===== src/rtl/systolic_col_feeder.sv =====
// Column feeder for a systolic array: loads LENGTH words into an external RAM, then streams them to a PE.
// Optional macro FEED_REPEAT_EN lets the repeat_i input keep the stream running pass after pass.
module systolic_col_feeder #(
  parameter int DATA_W = 16,
  parameter int ADDR_W = 4,
  parameter int LENGTH = 16
) (
  input  logic              clk_i,
  input  logic              rst_i,
  input  logic              start_i,
  input  logic              load_start_i,
  input  logic              load_valid_i,
  input  logic [DATA_W-1:0] load_data_i,
  input  logic              repeat_i,
  input  logic              ready_i,
  output logic              ram_en_o,
  output logic              ram_we_o,
  output logic [ADDR_W-1:0] ram_addr_o,
  output logic [DATA_W-1:0] ram_di_o,
  input  logic [DATA_W-1:0] ram_do_i,
  output logic [DATA_W-1:0] data_out_o,
  output logic              data_valid_o,
  output logic              busy_o,
  output logic              done_o,
  output logic              load_done_o
);

  typedef enum logic [1:0] {
    ST_IDLE   = 2'd0,
    ST_LOAD   = 2'd1,
    ST_STREAM = 2'd2
  } state_e;

  localparam logic [ADDR_W:0] LEN_C  = (ADDR_W+1)'(LENGTH);
  localparam logic [ADDR_W:0] LAST_C = (ADDR_W+1)'(LENGTH - 1);
  localparam logic [ADDR_W:0] ONE_C  = (ADDR_W+1)'(1);
  localparam logic [ADDR_W:0] ZERO_C = (ADDR_W+1)'(0);

  state_e          state_q, state_d;
  logic [ADDR_W:0] wr_cnt_q, wr_cnt_d;
  logic [ADDR_W:0] rd_cnt_q, rd_cnt_d;
  logic            valid_q, valid_d;
  logic            last_q, last_d;
  logic            done_q, done_d;
  logic            load_done_q, load_done_d;

  logic            wr_s;
  logic            rd_s;
  logic            hs_s;
  logic            wrap_s;

`ifdef FEED_REPEAT_EN
  assign wrap_s = repeat_i;
`else
  // repeat_i stays on the port list for pin compatibility but never influences the stream
  assign wrap_s = repeat_i & 1'b0;
`endif

  assign wr_s = (state_q == ST_LOAD) && load_valid_i;
  assign rd_s = (state_q == ST_STREAM) && (rd_cnt_q < LEN_C) && (!valid_q || ready_i);
  assign hs_s = valid_q && ready_i;

  always_comb begin
    state_d     = state_q;
    wr_cnt_d    = wr_cnt_q;
    rd_cnt_d    = rd_cnt_q;
    valid_d     = valid_q;
    last_d      = last_q;
    done_d      = 1'b0;
    load_done_d = 1'b0;
    case (state_q)
      ST_IDLE: begin
        if (load_start_i) begin
          state_d  = ST_LOAD;
          wr_cnt_d = ZERO_C;
        end else if (start_i) begin
          state_d  = ST_STREAM;
          rd_cnt_d = ZERO_C;
          valid_d  = 1'b0;
          last_d   = 1'b0;
        end else begin
          state_d = ST_IDLE;
        end
      end
      ST_LOAD: begin
        if (wr_s && (wr_cnt_q == LAST_C)) begin
          state_d     = ST_IDLE;
          wr_cnt_d    = ZERO_C;
          load_done_d = 1'b1;
        end else if (wr_s) begin
          wr_cnt_d = wr_cnt_q + ONE_C;
        end else begin
          wr_cnt_d = wr_cnt_q;
        end
      end
      ST_STREAM: begin
        // last_q marks that the word on data_out is the final address of a pass
        if (rd_s) begin
          valid_d  = 1'b1;
          last_d   = (rd_cnt_q == LAST_C);
          rd_cnt_d = ((rd_cnt_q == LAST_C) && wrap_s) ? ZERO_C : rd_cnt_q + ONE_C;
        end else if (hs_s) begin
          valid_d = 1'b0;
        end else begin
          valid_d = valid_q;
        end
        if (hs_s && last_q) begin
          done_d = 1'b1;
          if (!rd_s && (rd_cnt_q == LEN_C)) begin
            state_d  = ST_IDLE;
            rd_cnt_d = ZERO_C;
            valid_d  = 1'b0;
            last_d   = 1'b0;
          end else begin
            state_d = ST_STREAM;
          end
        end else begin
          done_d = 1'b0;
        end
      end
      default: begin
        state_d  = ST_IDLE;
        wr_cnt_d = ZERO_C;
        rd_cnt_d = ZERO_C;
        valid_d  = 1'b0;
        last_d   = 1'b0;
      end
    endcase
  end

  always_ff @(posedge clk_i) begin
    if (rst_i) begin
      state_q     <= ST_IDLE;
      wr_cnt_q    <= ZERO_C;
      rd_cnt_q    <= ZERO_C;
      valid_q     <= 1'b0;
      last_q      <= 1'b0;
      done_q      <= 1'b0;
      load_done_q <= 1'b0;
    end else begin
      state_q     <= state_d;
      wr_cnt_q    <= wr_cnt_d;
      rd_cnt_q    <= rd_cnt_d;
      valid_q     <= valid_d;
      last_q      <= last_d;
      done_q      <= done_d;
      load_done_q <= load_done_d;
    end
  end

  // RAM port is combinational so a read can react to ready_i in the same cycle
  assign ram_en_o   = wr_s | rd_s;
  assign ram_we_o   = wr_s;
  assign ram_addr_o = wr_s ? wr_cnt_q[ADDR_W-1:0] : (rd_s ? rd_cnt_q[ADDR_W-1:0] : '0);
  assign ram_di_o   = wr_s ? load_data_i : '0;

  assign data_out_o   = ram_do_i;
  assign data_valid_o = valid_q;
  assign busy_o       = (state_q != ST_IDLE);
  assign done_o       = done_q;
  assign load_done_o  = load_done_q;

endmodule


===== config.mk =====
export PLATFORM = sky130hd
export DESIGN_NAME = systolic_col_feeder
export DESIGN_NICKNAME = d
export VERILOG_FILES = /design/src/rtl/systolic_col_feeder.sv
export SDC_FILE = /design/constraint.sdc
export NUM_CORES = 1
export LEC_CHECK = 0
export ABC_CLOCK_PERIOD_IN_PS = 4900
export CORE_MARGIN = 2
export CORE_UTILIZATION = 37
export DETAILED_ROUTE_END_ITERATION = 8
export GPL_TIMING_DRIVEN = 0
export HOLD_SLACK_MARGIN = 0.08
export PLACE_DENSITY = 0.86
export SETUP_SLACK_MARGIN = 0.02
export SLEW_MARGIN = 20
export SYNTH_ARGS = -nofsm -noshare
export SYNTH_HDL_FRONTEND = slang
export SYNTH_SLANG_ARGS = --single-unit

===== constraint.sdc =====
create_clock -name clk_i -period 4.9 [get_ports clk_i]
set_clock_uncertainty 0.15 [all_clocks]
set_input_delay 0.49 -clock clk_i [delete_from_list [all_inputs] [get_ports clk_i]]
set_output_delay 0.49 -clock clk_i [all_outputs]
set_load 0.01 [all_outputs]

==> impl_metrics.json <==
{
  "synth_cells": 133,
  "synth_top_cell_area_share": 0.290,
  "ys.warnings.count": 0,
  "synth_edf_count": 0,
  "async_reset_ff_frac": 0,
  "fill_cells": 245,
  "cts-buffers-inserted": 3,
  "io_pins": 81,
  "holdCritPathClass": "flip-flop to flip-flop",
  "rows": 19,
  "drv_slew": 0,
  "drive_gt1_frac": 0.152,
  "core-area_um2": 2810,
  "ys.flop_type": "dfxtp_1",
  "critical_path_arrival_ps": 2400,
  "post_cts_resized": 0,
  "dpl_cell_area_um2": 1760,
  "post-route-period-util": 0.621,
  "fin_crit_ps": 3040,
  "pre_cts_slack_ps": 1860,
  "critPathMaxFanout": 10,
  "r2r_slack_ps": 3020,
  "postCtsHoldBufs": 0,
  "routed-via-count": 1138,
  "dp_hpwl_um": 2410,
  "synthTopCellsByCount": "and2_1 (16), buf_4 (16), dfxtp_1 (16)",
  "yosysSeqAreaShare": 0.290,
  "grt_max_degree": 11,
  "grt_first_pass_wirelength_um": 4370,
  "drt-total-wl_um": 2960,
  "portBuffers": 62,
  "crit_type": "input port to output port",
  "cts-root-buf": "clkbuf_4",
  "fin_util": 0.637,
  "r2r_cells": 5,
  "antenna_found_initial": 0,
  "routabilityCongestion": 0.735,
  "violations": "design-rule violations",
  "cts.reportedPaths.clkPinSlew_ps": 90,
  "whs_path_depth": 2,
  "slew_headroom": 0.600,
  "post_cts_buffers": 0,
  "vias_per_cell": 4.97,
  "cts_max_level": 1,
  "synth_cell_types": 40,
  "antenna_cells": 0,
  "holdPathEnd": "last_q",
  "synth_area_per_cell_um2": 8.31,
  "crit_chain": "clkdlybuf4s50_1, nor3b_2, clkbuf_1, a22o_1, clkdlybuf4s50_1",
  "fin_tns_setup_ps": 0,
  "cts_tree": "done",
  "cts.sinks": 16,
  "max_freq_mhz": 329,
  "rsz0062_at_grt": "no",
  "nets": 244,
  "hold_viol": 0,
  "reg2reg_to": "rd_cnt_q[4]",
  "firstDrtPassIters": 6,
  "drtIter0Drc": 39,
  "min-delay-start": "last_q",
  "crit_slowest_cell": "clkdlybuf4s50_1",
  "wl_per_cell_um": 12.9,
  "yosys_register_bits": 16,
  "initial_core_util": 0.394,
  "setup_viol": 0,
  "grt_pass1_vias": 1048,
  "instances_no_fill": 229,
  "power_density_nw_per_um2": 171,
  "place_inst": 226,
  "syn_area_um2": 1100,
  "start_kind": "input port",
  "die_w_um": 58.6,
  "yosysTopAreaCell": "dfxtp_1",
  "area_growth_pct": 61.7,
  "die_y_um": 58.6,
  "drtAntennaViolNets": 0,
  "r2r_start": "rd_cnt_q[0]",
  "cts_buffer_depth": 2,
  "die_area_um2": 3440,
  "worst_pin_slew_ps": 594,
  "drcViolationCount": 6,
  "grt_use_total": 0.164,
  "endpoint_kind": "output port",
  "synthTopCellsByArea": "dfxtp_1 (29%), buf_4 (11%), and2_1 (9.1%), ha_1 (5.7%), xnor2_1 (4.0%)",
  "synth_nets": 177,
  "crit_path_max_incr_delay_ps": 530,
  "p_leak_nw": 0.699,
  "status": "finished with violations",
  "max_cap_violations": 0,
  "fin_ws_ps": 1860,
  "path_common_cell": "clkdlybuf4s50_1",
  "insertion_delay_ps": 300,
  "grt_overflow": 0,
  "final_area_um2": 1790,
  "vdd_ir_drop_max_uv": 92.2,
  "cp.required_ps": 4260
}
## through the flow
step	power (mW)	hold slack, ps
finish	0.306	367
global route	0.320	397
CTS	0.308	367
detailed placement	0.237	342
global placement	0.235	334
floorplan	0.186	311
## metal layers
layer / global-route usage / vias up / part of all wire
li1: - / 569 / -
met1: 0.166 / 518 / 0.39
met2: 0.300 / 44 / 0.52
met3: 0.0549 / 7 / 0.078
met4: 0.0779 / 0 / 0.017
met5: 0 / - / 0
## where the power goes
group | switching [mW] | internal (mW)
sequential | 0.00343 | 0.133
combinational | 0.0367 | 0.0603
clock | 0.0438 | 0.0287
total | 0.0839 | 0.222
## flip-flops by register name, indices dropped and copies added, names as in the netlist
signal / flops
done_o: 1
state_q: 2
last_q: 1
load_done_o: 1
rd_cnt_q: 5
wr_cnt_q: 5
data_valid_o: 1
## how the worst max path moves through the flow
stage                    end  depth (start not counted)         start
5_1_grt        ram_addr_o[1]                          5  load_valid_i
3_3_place_gp   ram_addr_o[1]                          5  load_valid_i
6_report       ram_addr_o[2]                          5  load_valid_i
4_1_cts          ram_di_o[0]                          5  load_valid_i
3_5_place_dp     ram_di_o[3]                          5  load_valid_i
2_1_floorplan  ram_addr_o[0]                          5    state_q[0]
## layout by cell type, fill, tap and decap left out, drive strengths merged, types with 4 or more instances in the layout
cell,n
nand3,6
dfxtp,16
clkdlybuf4s50,62
xnor2,5
ha,5
clkbuf,7
nand2,4
a21oi,7
nor2,9
buf,18
inv,5
and2,16
## critical path, delay by kind of cell
| kind | cells | cell delay, ps |
|---|---|---|
| AND/OR/NAND/NOR | 1 | 350 |
| buffers and inverters | 3 | 1360 |
| AO/OA/AOI/OAI | 1 | 200 |
## area by class of cell
class	instances	area, µm²	area share
repair buffers	62	621	0.347
multi-input cells	90	614	0.344
flip-flops and latches	16	320	0.179
plain buffers	22	151	0.0847
well taps	31	38.8	0.0217
clock buffers	3	22.5	0.0126
inverters	5	18.8	0.0105
## cell families (layout without fill, tap and decap cells)
kind of cell | count (synthesis) | count (layout) | synth area share
flops | 16 | 16 | 0.290
buf+inv | 27 | 92 | 0.154
xor+xnor | 5 | 5 | 0.0396
compound gates | 22 | 22 | 0.135
simple gates | 56 | 56 | 0.306
mux | 2 | 2 | 0.0193
fa+ha+maj | 5 | 5 | 0.0566
Power figures use the tool's default switching activity.
